## config.mk

```make
export PLATFORM = sky130hd
export DESIGN_NAME = purge_reintegration_ctrl
export DESIGN_NICKNAME = d
export VERILOG_FILES = /design/src/rtl/purge_reintegration_ctrl_pkg.sv /design/src/rtl/purge_reintegration_ctrl_slot_fsm.sv /design/src/rtl/purge_reintegration_ctrl.sv
export SDC_FILE = /design/constraint.sdc
export NUM_CORES = 1
export LEC_CHECK = 0
export ABC_CLOCK_PERIOD_IN_PS = 3500
export BUFFER_PORTS_ARGS = -buffer_cell sky130_fd_sc_hd__buf_2
export CORE_MARGIN = 4
export CORE_UTILIZATION = 60
export CTS_CLUSTER_DIAMETER = 80
export DETAILED_ROUTE_END_ITERATION = 10
export PLACE_DENSITY = 0.83
export SYNTH_ARGS = -nofsm -noshare
export SYNTH_HDL_FRONTEND = slang
export SYNTH_HIERARCHICAL = 1
export SYNTH_SLANG_ARGS = --single-unit
export TNS_END_PERCENT = 5
```

## constraint.sdc

```tcl
create_clock -name clk -period 3.5 [get_ports clk]
set_input_delay 0 -clock clk [delete_from_list [all_inputs] [get_ports clk]]
set_output_delay 0 -clock clk [all_outputs]
set_load 0.01 [all_outputs]
```

## src/rtl/purge_reintegration_ctrl_pkg.sv

```systemverilog
// Shared types and helpers for the purge/reintegration controller.
// Slot state encoding plus a width helper used to size the slot counters.
package purge_reintegration_ctrl_pkg;

   typedef enum logic [2:0] {
      StInit,
      StActive,
      StWait,
      StRejoin,
      StCheck,
      StRetired
   } slot_state_e;

   // Counter width for values 0..n-1, never narrower than one bit.
   function automatic int unsigned width_of(input int unsigned n);
      return (n > 1) ? $clog2(n) : 1;
   endfunction

endpackage

```

## src/rtl/purge_reintegration_ctrl_slot_fsm.sv

```systemverilog
// Per-module purge/rejoin state machine: forgives transient purges with a delayed J pulse
// and retires a module once its rejoin attempts are used up.
module purge_slot_fsm
   import purge_reintegration_ctrl_pkg::*;
#(
   parameter int unsigned HOLD_CYC  = 8,
   parameter int unsigned MAX_RETRY = 3
) (
   input  logic clk,
   input  logic rst,
   input  logic active_i,
   output logic rejoin_o,
   output logic retired_o,
   output logic purge_o
);

   localparam int unsigned TimerW = width_of(HOLD_CYC);
   localparam int unsigned RetryW = width_of(MAX_RETRY + 1);
   localparam logic [TimerW-1:0] HoldLast = TimerW'(HOLD_CYC - 1);
   localparam logic [RetryW-1:0] MaxRetry = RetryW'(MAX_RETRY);

   slot_state_e       state_q;
   logic [TimerW-1:0] timer_q;
   logic [RetryW-1:0] retry_q;
   logic              rejoin_q;
   logic              retired_q;
   logic              purge_q;

   always_ff @(posedge clk) begin
      if (rst) begin
         state_q   <= StInit;
         timer_q   <= '0;
         retry_q   <= '0;
         rejoin_q  <= 1'b0;
         retired_q <= 1'b0;
         purge_q   <= 1'b0;
      end else begin
         rejoin_q <= 1'b0;
         purge_q  <= 1'b0;
         unique case (state_q)
            // Initial admission pulse; does not consume a retry.
            StInit: begin
               rejoin_q <= 1'b1;
               state_q  <= StRejoin;
            end
            StActive, StCheck: begin
               if (!active_i) begin
                  purge_q <= 1'b1;
                  if (retry_q == MaxRetry) begin
                     retired_q <= 1'b1;
                     state_q   <= StRetired;
                  end else begin
                     retry_q <= retry_q + 1'b1;
                     timer_q <= HoldLast;
                     state_q <= StWait;
                  end
               end else begin
                  state_q <= StActive;
               end
            end
            StWait: begin
               if (timer_q == '0) begin
                  rejoin_q <= 1'b1;
                  state_q  <= StRejoin;
               end else begin
                  timer_q <= timer_q - 1'b1;
               end
            end
            // Switch latches J on this edge, so the outcome is sampled one cycle later.
            StRejoin:  state_q <= StCheck;
            StRetired: state_q <= StRetired;
            default:   state_q <= StInit;
         endcase
      end
   end

   assign rejoin_o  = rejoin_q;
   assign retired_o = retired_q;
   assign purge_o   = purge_q;

endmodule

```

## src/rtl/purge_reintegration_ctrl.sv

```systemverilog
// Reintegration controller for a self-purging voted array: one slot FSM per module plus
// the purge event counter, active popcount and system-failure flag.
module purge_reintegration_ctrl
   import purge_reintegration_ctrl_pkg::*;
#(
   parameter int unsigned N         = 6,
   parameter int unsigned THR       = 4,
   parameter int unsigned HOLD_CYC  = 8,
   parameter int unsigned MAX_RETRY = 3,
   parameter int unsigned CNT_W     = 8
) (
   input  logic                     clk,
   input  logic                     rst,
   input  logic [N-1:0]             active,
   output logic [N-1:0]             rejoin,
   output logic [N-1:0]             retired,
   output logic [$clog2(N+1)-1:0]   active_cnt,
   output logic [CNT_W-1:0]         purge_cnt,
   output logic                     sys_fail
);

   localparam int unsigned AcW = $clog2(N + 1);
   localparam logic [AcW-1:0] Thr = AcW'(THR);

   logic [N-1:0]     purge_vec;
   logic [AcW-1:0]   purge_num;
   logic [AcW-1:0]   active_num;
   logic [CNT_W:0]   purge_sum;
   logic [CNT_W-1:0] purge_cnt_d;
   logic [CNT_W-1:0] purge_cnt_q;
   logic [AcW-1:0]   active_cnt_q;
   logic             sys_fail_q;

   for (genvar i = 0; i < N; i++) begin : g_slot
      purge_slot_fsm #(
         .HOLD_CYC  (HOLD_CYC),
         .MAX_RETRY (MAX_RETRY)
      ) u_slot (
         .clk       (clk),
         .rst       (rst),
         .active_i  (active[i]),
         .rejoin_o  (rejoin[i]),
         .retired_o (retired[i]),
         .purge_o   (purge_vec[i])
      );
   end

   always_comb begin
      purge_num  = '0;
      active_num = '0;
      for (int i = 0; i < N; i++) begin
         purge_num  = purge_num + AcW'(purge_vec[i]);
         active_num = active_num + AcW'(active[i]);
      end
   end

   // One extra bit catches the carry so the counter clamps instead of wrapping.
   assign purge_sum   = {1'b0, purge_cnt_q} + {{(CNT_W + 1 - AcW){1'b0}}, purge_num};
   assign purge_cnt_d = purge_sum[CNT_W] ? {CNT_W{1'b1}} : purge_sum[CNT_W-1:0];

   always_ff @(posedge clk) begin
      if (rst) begin
         purge_cnt_q  <= '0;
         active_cnt_q <= '0;
         sys_fail_q   <= 1'b0;
      end else begin
         purge_cnt_q  <= purge_cnt_d;
         active_cnt_q <= active_num;
         sys_fail_q   <= (active_num < Thr);
      end
   end

   assign purge_cnt  = purge_cnt_q;
   assign active_cnt = active_cnt_q;
   assign sys_fail   = sys_fail_q;

endmodule

```

==> impl_metrics.tcl, run 1 <==
set metrics [dict create \
    post_layout_worst_setup_margin_ns 0.516 \
    asyncSetResetFlopFracSynth 0 \
    maximum_single_stage_delay_on_the_critical_path_ns 0.53 \
    grt_remaining_overflow 0 \
    layout-area-overhead-vs-synth_pct 9.06 \
    die_area_mm2 0.00795 \
    yosysUniqueCellTypes 40 \
    synth_fp_nets 449 \
    cp_top_family "adder cells" \
    routed-via-count 3045 \
    leakage_power_of_the_design_nw 1.79 \
    min_delay_path_depth 2 \
    drt-initial-drc-count 123 \
    holdWs_ns 0.114 \
    post_cts_hold_buffer_count 6 \
    synthDominantCellAreaShare 0.395 \
    rsz0062_at_grt "false" \
    slew_headroom 0.632 \
    ir_worst_vdd_v 0.000393 \
    routed_wl_mm 7.30 \
    grt_max_degree 49 \
    crit_buf_inv 2 \
    drt_drc_violations_left 0 \
    drt_pre_antenna_iters 5 \
    reg2reg_path_depth 10 \
    timing.final.setup_violations 0 \
    core.rowCount 29 \
    io_buffers 31 \
    crit-reg2reg-capture "purge_cnt[0]" \
    sequential_element_share_of_the_synthesized_area 0.395 \
    crit_path_max_fanout 4 \
    dpl_worst_slack_ns 0.522 \
    primary_ff_master_synth "sky130_fd_sc_hd__dfxtp_1" \
    synth.cell_area_mm2 0.00395 \
    design.final.nets 473 \
    cp_data_arrival_time_ns 3.19 \
    timing.critical_path.slowest_stage_cell "sky130_fd_sc_hd__fa_1" \
    antenna-diode-count 0 \
    clock-root-buffer "sky130_fd_sc_hd__clkbuf_8" \
    path_depth 10 \
    synthCells 412 \
    io_pins 32 \
    drt-wirelength-per-cell_um 14.1 \
    syn-mean-instance-area_um2 9.59 \
    detail_routed_via_count_per_cell 5.88 \
    synth_edf_count 0 \
    floorplan.core_area_mm2 0.00639 \
    grt_antenna_before_repair 0 \
    cts_sink_count 78 \
    first_global_vias 2960 \
    placed_cell_area_mm2 0.00404 \
    clk_pin_slew_ns 0.08 \
    status "finished, final reports clean" \
    drive_above_1_share 0.159 \
    r2r_start "purge_cnt[0]" \
    hp-class "primary input to register" \
    totalNegativeSetupSlack_ns 0 \
    tightestPinTransition_ns 0.552 \
    grtUsageMet2 0.348 \
    final.fill_count 511 \
    layoutNonFillerInstCount 518 \
    post-cts-setup-buffers 0 \
    global_route.usage.met1 0.234 \
    hold_viol_final 0 \
    clock-skew-final_ns 0.00845 \
    worst_setup_path_end_kind "register" \
    finalMaxSlewViolations 0 \
    design_area_mm2 0.00431 \
    first_pass_grt_wire_length_mm 12.6 \
    critical-path-top-cell-by-count "sky130_fd_sc_hd__fa_1" \
    worst_ep_required_time_ns 3.71 \
    die_y_um 89.2 \
    dp_cells 496 \
    hold_crit_endpoint "active_cnt[1]" \
    cts_resized 0 \
    mostFrequentLayoutCells "sky130_fd_sc_hd__dfxtp_1 (78), sky130_fd_sc_hd__inv_1 (40), sky130_fd_sc_hd__a21oi_1 (33)" \
    die-width_um 89.2 \
    yosys-top-cells-area "sky130_fd_sc_hd__dfxtp_1 (40%), sky130_fd_sc_hd__ha_1 (7.0%), sky130_fd_sc_hd__a221oi_1 (4.4%)" \
    synthesis.yosys.warnings 6 \
    place_congestion 0.829 \
    slack_of_the_worst_reg_to_reg_path_ns 0.52 \
    power_density_mw_per_mm2 621 \
    globalRouteMet3Util 0.0599 \
    path_cells "fa_1 -> inv_1 -> fa_1 -> fa_1 -> inv_1 -> fa_1 -> a21o_1 -> and3_2 -> nand3_1 -> a21oi_1" \
    clkLatencyLatePin_ns 0.35 \
    finalCriticalPeriod_ns 2.98 \
    number_of_max_capacitance_violations_reported 0 \
    post-route-period-util 0.853 \
    htree_num_levels 3 \
    synthDominantAreaCellType "sky130_fd_sc_hd__dfxtp_1" \
    critPathLaunchType "register" \
    synth_seq_cells 78 \
    holdCritStartpoint "rst" \
    clock_tree.buffer_depth 2 \
    antenna_violation_net_count_after_detailed_routing 0 \
    cts_tree "done" \
    gr_peak_layer "met2" \
    dp_hpwl_mm 5.13 \
    final_common_cell "sky130_fd_sc_hd__dfxtp_1" \
    cts_made_buffers 9 \
    max_freq_ghz 0.335 \
    criticalPathCategory "register to register" \
    initial_utilization 0.619 \
    grt_util_overall 0.198 \
]
## kinds of logic (layout without fill, tap and decap cells)
| family | count (synthesis) | in the layout | synth area share |
|---|---|---|---|
| AO/OA/AOI/OAI | 127 | 127 | 0.221 |
| XOR/XNOR | 24 | 24 | 0.0532 |
| adder cells (fa/ha/maj) | 29 | 29 | 0.105 |
| buffers and inverters | 65 | 94 | 0.0820 |
| flip-flops | 78 | 78 | 0.395 |
| multiplexers | 1 | 1 | 0.00253 |
| AND/OR/NAND/NOR | 88 | 88 | 0.141 |
## where the power goes
part / switching [W] / internal (W) / leakage, nW
sequential: 0.000139 / 0.00103 / 0.640
combinational: 0.000433 / 0.000358 / 1.04
clock: 0.000324 / 0.000398 / 0.113
## flip-flops by register name, summed over array words and instances, names as in the netlist
name / count
g_slot.u_slot/rejoin_o: 6
active_cnt: 3
g_slot.u_slot/retry_q: 12
purge_cnt: 8
g_slot.u_slot/purge_o: 6
g_slot.u_slot/timer_q: 18
sys_fail: 1
g_slot.u_slot/state_q: 18
g_slot.u_slot/retired_o: 6
## worst max path at each step
stage,slack [ns],end,startpoint
finish,0.52,purge_cnt[0],purge_cnt[0]
floorplan,0.72,purge_cnt[0],purge_cnt[0]
detailed placement,0.52,purge_cnt[0],purge_cnt[0]
CTS,0.52,purge_cnt[0],purge_cnt[0]
global placement,0.63,purge_cnt[0],purge_cnt[0]
global route,0.39,purge_cnt[0],purge_cnt[0]
## cells in the mapped netlist (2+ instances only)
| cell | n |
|---|---|
| sky130_fd_sc_hd__a211oi_1 | 22 |
| sky130_fd_sc_hd__a21o_1 | 7 |
| sky130_fd_sc_hd__a21oi_1 | 33 |
| sky130_fd_sc_hd__a221oi_1 | 20 |
| sky130_fd_sc_hd__a311oi_1 | 12 |
| sky130_fd_sc_hd__a31oi_1 | 5 |
| sky130_fd_sc_hd__a32oi_1 | 4 |
| sky130_fd_sc_hd__buf_2 | 4 |
| sky130_fd_sc_hd__buf_4 | 8 |
| sky130_fd_sc_hd__buf_6 | 6 |
| sky130_fd_sc_hd__clkbuf_1 | 7 |
| sky130_fd_sc_hd__dfxtp_1 | 78 |
| sky130_fd_sc_hd__fa_1 | 7 |
| sky130_fd_sc_hd__ha_1 | 22 |
| sky130_fd_sc_hd__inv_1 | 40 |
| sky130_fd_sc_hd__nand2_1 | 9 |
| sky130_fd_sc_hd__nand2b_1 | 7 |
| sky130_fd_sc_hd__nand3_1 | 12 |
| sky130_fd_sc_hd__nor2_1 | 13 |
| sky130_fd_sc_hd__nor2b_1 | 3 |
| sky130_fd_sc_hd__nor3_1 | 7 |
| sky130_fd_sc_hd__nor3b_2 | 6 |
| sky130_fd_sc_hd__nor4_1 | 6 |
| sky130_fd_sc_hd__o21a_1 | 6 |
| sky130_fd_sc_hd__o21ai_0 | 15 |
| sky130_fd_sc_hd__or2_2 | 6 |
| sky130_fd_sc_hd__or3_1 | 6 |
| sky130_fd_sc_hd__or3_4 | 6 |
| sky130_fd_sc_hd__or3b_1 | 2 |
| sky130_fd_sc_hd__xnor2_1 | 14 |
| sky130_fd_sc_hd__xor2_1 | 10 |
## metal layers
metal  share of wire  wire length, um  up-vias
li1                -                -     1546
met1            0.46             3320     1430
met2            0.49             3600       58
met3           0.040              290       11
met4           0.012               88        0
met5               0                0        -
## layout make-up
| type | count | area (um^2) | area share |
|---|---|---|---|
| Clock inverter | 7 | 88.8 | 0.0206 |
| Inverter | 40 | 150 | 0.0348 |
| Timing Repair Buffer | 38 | 223 | 0.0517 |
| Tap cell | 77 | 96.3 | 0.0224 |
| Multi-Input combinational cell | 269 | 2070 | 0.479 |
| Sequential cell | 78 | 1560 | 0.362 |
| Clock buffer | 9 | 124 | 0.0287 |
## metrics by stage
stage	total power, W	util
floorplan	0.00182	-
global placement	0.00192	0.632
detailed placement	0.00197	0.632
CTS	0.00270	0.675
global route	0.00286	0.675
finish	0.00268	0.675
Note: power is estimated with default switching activity, not from simulation.
==> run 2: changes to the inputs <==
--- a/config.mk
+++ b/config.mk
@@ -7,11 +7,14 @@
 export LEC_CHECK = 0
 export ABC_CLOCK_PERIOD_IN_PS = 3500
 export BUFFER_PORTS_ARGS = -buffer_cell sky130_fd_sc_hd__buf_2
+export CELL_PAD_IN_SITES_DETAIL_PLACEMENT = 0
+export CELL_PAD_IN_SITES_GLOBAL_PLACEMENT = 1
 export CORE_MARGIN = 4
-export CORE_UTILIZATION = 60
+export CORE_UTILIZATION = 46
 export CTS_CLUSTER_DIAMETER = 80
 export DETAILED_ROUTE_END_ITERATION = 10
-export PLACE_DENSITY = 0.83
+export PLACE_DENSITY = 0.82
+export RECOVER_POWER = 25
 export SYNTH_ARGS = -nofsm -noshare
 export SYNTH_HDL_FRONTEND = slang
 export SYNTH_HIERARCHICAL = 1
==> constraint.sdc (replaced) <==
create_clock -name clk -period 3.5 [get_ports clk]
set_input_delay 0 -clock clk [delete_from_list [all_inputs] [get_ports clk]]
set_output_delay 0 -clock clk [all_outputs]
set_load 0.1 [all_outputs]
==> run 2 against run 1 <==
Net effect:
- the run now ends with max-capacitance violations, max-slew violations left
- flip-flop and latch count stayed put
- via count is 1.8% lower
- first-iteration DRC count is 11% higher
- combinational power is 26% higher
- critical endpoint is now purge_cnt[1]
==> impl_metrics.tcl, run 2 (synthesis results as in run 1) <==
set metrics [dict create \
    antenna-diode-count 0 \
    dp_hpwl_mm 5.01 \
    worst_setup_path_end_kind "register" \
    clk_pin_slew_ns 0.07 \
    tightestPinTransition_ns 2.12 \
    drt_pre_antenna_iters 4 \
    criticalPathCategory "register to register" \
    first_global_vias 2849 \
    crit-reg2reg-capture "purge_cnt[1]" \
    drive_above_1_share 0.113 \
    clock-skew-final_ns 0.00728 \
    post-route-period-util 0.854 \
    slew_headroom -0.413 \
    clock-root-buffer "sky130_fd_sc_hd__clkbuf_8" \
    path_depth 10 \
    leakage_power_of_the_design_nw 1.71 \
    ir_worst_vdd_v 0.000425 \
    maximum_single_stage_delay_on_the_critical_path_ns 0.54 \
    critPathLaunchType "register" \
    cts_sink_count 78 \
    cts_made_buffers 9 \
    post-cts-setup-buffers 0 \
    antenna_violation_net_count_after_detailed_routing 0 \
    holdCritStartpoint "g_slot[1].u_slot/retired_o" \
    path_cells "fa_1 -> inv_1 -> fa_1 -> fa_1 -> inv_1 -> fa_1 -> a21o_1 -> and3_2 -> nand3_1 -> a21oi_1" \
    worst_ep_required_time_ns 3.64 \
    hold_viol_final 0 \
    reg2reg_path_depth 10 \
    design.final.nets 473 \
    drt-initial-drc-count 137 \
    timing.final.setup_violations 0 \
    floorplan.core_area_mm2 0.00830 \
    place_congestion 0.758 \
    reg_top3 "g_slot.u_slot/state_q: 18 flops, g_slot.u_slot/timer_q: 18 flops, g_slot.u_slot/retry_q: 12 flops" \
    drt-wirelength-per-cell_um 13.1 \
    failed_checks "max-capacitance violations, max-slew violations" \
    timing.critical_path.slowest_stage_cell "sky130_fd_sc_hd__fa_1" \
    slack_of_the_worst_reg_to_reg_path_ns 0.51 \
    holdWs_ns 0.446 \
    power_density_mw_per_mm2 661 \
    cts_resized 0 \
    routed-via-count 2990 \
    grt_max_degree 48 \
    cp_data_arrival_time_ns 3.13 \
    die_area_mm2 0.0101 \
    grt_util_overall 0.152 \
    number_of_max_capacitance_violations_reported 1 \
    cp_top_family "adder cells" \
    cts_tree "done" \
    grt_remaining_overflow 0 \
    finalCriticalPeriod_ns 2.99 \
    max_freq_ghz 0.335 \
    crit_buf_inv 2 \
    layout-area-overhead-vs-synth_pct 8.96 \
    status "complete, but fails checks" \
    io_buffers 31 \
    mostFrequentLayoutCells "sky130_fd_sc_hd__dfxtp_1 (78), sky130_fd_sc_hd__inv_1 (40), sky130_fd_sc_hd__a21oi_1 (33)" \
    htree_num_levels 3 \
    critical-path-top-cell-by-count "sky130_fd_sc_hd__fa_1" \
    die_y_um 101 \
    grt_antenna_before_repair 0 \
    drt_drc_violations_left 0 \
    io_pins 32 \
    r2r_start "purge_cnt[0]" \
    clkLatencyLatePin_ns 0.35 \
    totalNegativeSetupSlack_ns 0 \
    first_pass_grt_wire_length_mm 12.7 \
    clock_tree.buffer_depth 2 \
    die-width_um 101 \
    hold_crit_endpoint "g_slot[1].u_slot/retired_o" \
    min_delay_path_depth 2 \
    detail_routed_via_count_per_cell 5.48 \
    hp-class "register to register" \
    routed_wl_mm 7.15 \
    initial_utilization 0.476 \
    crit_path_max_fanout 4 \
    final_common_cell "sky130_fd_sc_hd__dfxtp_1" \
    core.rowCount 33 \
    rsz0062_at_grt "false" \
    finalMaxSlewViolations 48 \
    total_power_w 0.00285 \
]
run 2: changes by cell type in the layout (fill, tap and decap cells not counted), sizes merged:
cell    change
bufinv      -1
buf        -19
clkbuf     +22
clkinv      -2
run 2: worst max-delay path by stage:
stage / end / startpoint / slack, ns
finish: purge_cnt[1] / purge_cnt[0] / 0.51
global route: purge_cnt[1] / purge_cnt[0] / 0.35
CTS: purge_cnt[1] / purge_cnt[0] / 0.56
detailed placement: purge_cnt[1] / purge_cnt[0] / 0.57
global placement: purge_cnt[0] / purge_cnt[0] / 0.61
floorplan: purge_cnt[0] / purge_cnt[0] / 0.11
run 2: cell type report:
class	count	area [um^2]
Sequential cell	78	1560
Timing Repair Buffer	38	196
Multi-Input combinational cell	269	2070
Clock inverter	4	45.0
Tap cell	105	131
Inverter	40	150
Fill cell	757	3990
Clock buffer	12	155
run 2: timing repair:
action	in CTS	in global routing
hold buffers	6	0
setup endpoints to repair	0	0
endpoints found under the hold margin	6	0
run 2: per-stage QoR:
step / util / setup slack (ns) / area [um^2] / instances
final: 0.519 / 0.511 / 4310 / 546
after floorplan: - / 0.109 / 3950 / 412
after global placement: 0.491 / 0.606 / 4070 / 524
after detailed placement: 0.491 / 0.566 / 4070 / 524
after global routing: 0.519 / 0.346 / 4310 / 546
after CTS: 0.522 / 0.556 / 4330 / 546
run 2: where the power goes:
group	internal (W)	switching [W]	total (W)
Sequential	0.00103	0.000139	0.00117
Clock	0.000365	0.000311	0.000676
Combinational	0.000348	0.000655	0.00100
Total	0.00174	0.00111	0.00285
run 2: worst min-delay path, cell delays in order (launching register included):
cell                      delay [ns]
sky130_fd_sc_hd__dfxtp_1        0.31
sky130_fd_sc_hd__inv_1          0.04
sky130_fd_sc_hd__a21oi_1        0.05
run 2: routing by layer:
| metal | global-route usage | wire [um] | up-vias |
|---|---|---|---|
| li1 | - | - | 1544 |
| met1 | 0.195 | 3490 | 1398 |
| met2 | 0.245 | 3310 | 39 |
| met3 | 0.0374 | 238 | 9 |
| met4 | 0.0632 | 114 | 0 |
| met5 | 0 | 0 | - |
==> run 3: changes to the inputs <==
--- a/config.mk
+++ b/config.mk
@@ -13,7 +13,7 @@
 export CORE_UTILIZATION = 46
 export CTS_CLUSTER_DIAMETER = 80
 export DETAILED_ROUTE_END_ITERATION = 10
-export PLACE_DENSITY = 0.82
+export PLACE_DENSITY = 0.83
 export RECOVER_POWER = 25
 export SYNTH_ARGS = -nofsm -noshare
 export SYNTH_HDL_FRONTEND = slang
==> run 3 against run 2 <==
Net effect:
- the run still ends with max-capacitance violations, max-slew violations left
- non-clock buffer count unchanged
- global-route usage down 0.16 points
- critical path type unchanged
- clock power up 7.7%
- final area up 0.35%
- via count up 0.60%
- clock skew about the same
- largest power group unchanged
==> impl_metrics.tcl, run 3 (synthesis results as in run 1) <==
set metrics [dict create \
    finalMaxSlewViolations 49 \
    totalNegativeSetupSlack_ns 0 \
    routed-via-count 3008 \
    worst_ep_required_time_ns 3.65 \
    cts_made_buffers 9 \
    clock-skew-final_ns 0.00760 \
    clock_tree.buffer_depth 2 \
    antenna-diode-count 0 \
    drt_pre_antenna_iters 5 \
    timing.final.setup_violations 0 \
    post-route-period-util 0.860 \
    grt_remaining_overflow 0 \
    die_y_um 101 \
    htree_num_levels 3 \
    cts_resized 0 \
    criticalPathCategory "register to register" \
    timing.critical_path.slowest_stage_cell "sky130_fd_sc_hd__fa_1" \
    cts_tree "done" \
    dp_hpwl_mm 5.00 \
    leakage_power_of_the_design_nw 1.71 \
    drt-wirelength-per-cell_um 13.3 \
    design.final.nets 473 \
    max_freq_ghz 0.332 \
    tightestPinTransition_ns 2.11 \
    first_global_vias 2798 \
    rsz0062_at_grt "false" \
    failed_checks "max-capacitance violations, max-slew violations" \
    first_pass_grt_wire_length_mm 12.6 \
    io_buffers 31 \
    drive_above_1_share 0.111 \
    io_pins 32 \
    floorplan.core_area_mm2 0.00830 \
    layout-area-overhead-vs-synth_pct 9.34 \
    total_power_w 0.00290 \
    core.rowCount 33 \
    clk_pin_slew_ns 0.07 \
    status "complete, but fails checks" \
    initial_utilization 0.476 \
    cp_data_arrival_time_ns 3.16 \
    finalCriticalPeriod_ns 3.01 \
    slew_headroom -0.404 \
    hold_viol_final 0 \
    die_area_mm2 0.0101 \
    hp-class "register to register" \
    holdWs_ns 0.448 \
    mostFrequentLayoutCells "sky130_fd_sc_hd__dfxtp_1 (78), sky130_fd_sc_hd__inv_1 (40), sky130_fd_sc_hd__a21oi_1 (33)" \
    antenna_violation_net_count_after_detailed_routing 0 \
    die-width_um 101 \
    grt_util_overall 0.151 \
    worst_setup_path_end_kind "register" \
    crit_path_max_fanout 4 \
    grt_max_degree 49 \
    place_congestion 0.757 \
    ir_worst_vdd_v 0.000354 \
    detail_routed_via_count_per_cell 5.51 \
    clkLatencyLatePin_ns 0.34 \
    critPathLaunchType "register" \
    critical-path-top-cell-by-count "sky130_fd_sc_hd__fa_1" \
    path_cells "fa_1 -> inv_1 -> fa_1 -> fa_1 -> inv_1 -> fa_1 -> a21o_1 -> and3_2 -> nand3_1 -> a21oi_1" \
    routed_wl_mm 7.28 \
    maximum_single_stage_delay_on_the_critical_path_ns 0.54 \
    number_of_max_capacitance_violations_reported 1 \
    post_cts_hold_buffer_count 6 \
    reg_top3 "g_slot.u_slot/state_q: 18 flops, g_slot.u_slot/timer_q: 18 flops, g_slot.u_slot/retry_q: 12 flops" \
    post-cts-setup-buffers 0 \
    clock-root-buffer "sky130_fd_sc_hd__clkbuf_8" \
    drt_drc_violations_left 0 \
    drt-initial-drc-count 150 \
    final_common_cell "sky130_fd_sc_hd__dfxtp_1" \
    power_density_mw_per_mm2 671 \
    grt_antenna_before_repair 0 \
    cts_sink_count 78 \
]
[run 3: changes by cell type in the layout (fill, tap and decap cells not counted), sizes merged]
cell    delta
bufinv     +1
clkinv     -1
[run 3: final timing paths]
kind / cells past startpoint / slack, ns / from / end
worst min-delay path: 2 / 0.45 / g_slot[0].u_slot/retired_o / g_slot[0].u_slot/retired_o
worst max-delay path: 10 / 0.49 / purge_cnt[0] / purge_cnt[1]
worst max register to register: 10 / 0.49 / purge_cnt[0] / purge_cnt[1]
worst min register to register: 2 / 0.45 / g_slot[0].u_slot/retired_o / g_slot[0].u_slot/retired_o
[run 3: power breakdown]
part	internal (W)	total [W]	leakage [nW]	switching, W
Clock	0.000420	0.000728	0.110	0.000308
Combinational	0.000348	0.00101	0.964	0.000657
Sequential	0.00103	0.00117	0.640	0.000139
[run 3: cell type report]
type	count	area, um^2
clock buffer	12	145
clock inverter	4	70.1
fill	781	3980
inverter	40	150
multi-input combinational	269	2070
sequential	78	1560
tap	105	131
timing repair buffer	38	196
[run 3: through the flow]
| step | cell area, um^2 | utilization | std cells | worst slack [ns] |
|---|---|---|---|---|
| after floorplan | 3950 | - | 412 | 0.109 |
| after global placement | 4070 | 0.491 | 524 | 0.636 |
| after detailed placement | 4070 | 0.491 | 524 | 0.595 |
| after CTS | 4350 | 0.524 | 546 | 0.525 |
| after global routing | 4320 | 0.521 | 546 | 0.358 |
| final | 4320 | 0.521 | 546 | 0.491 |
[run 3: worst max-delay path, delay by kind of cell (launching register included)]
family / cells / cell delay, ns
buf+inv: 2 / 0.11
flops: 1 / 0.33
fa+ha+maj: 4 / 1.65
compound gates: 2 / 0.35
simple gates: 2 / 0.39
[run 3: routing by layer]
layer | routed length, um | GRT usage
met5 | 0 | 0
met4 | 68 | 0.0352
met3 | 328 | 0.0471
met2 | 3340 | 0.241
met1 | 3540 | 0.199
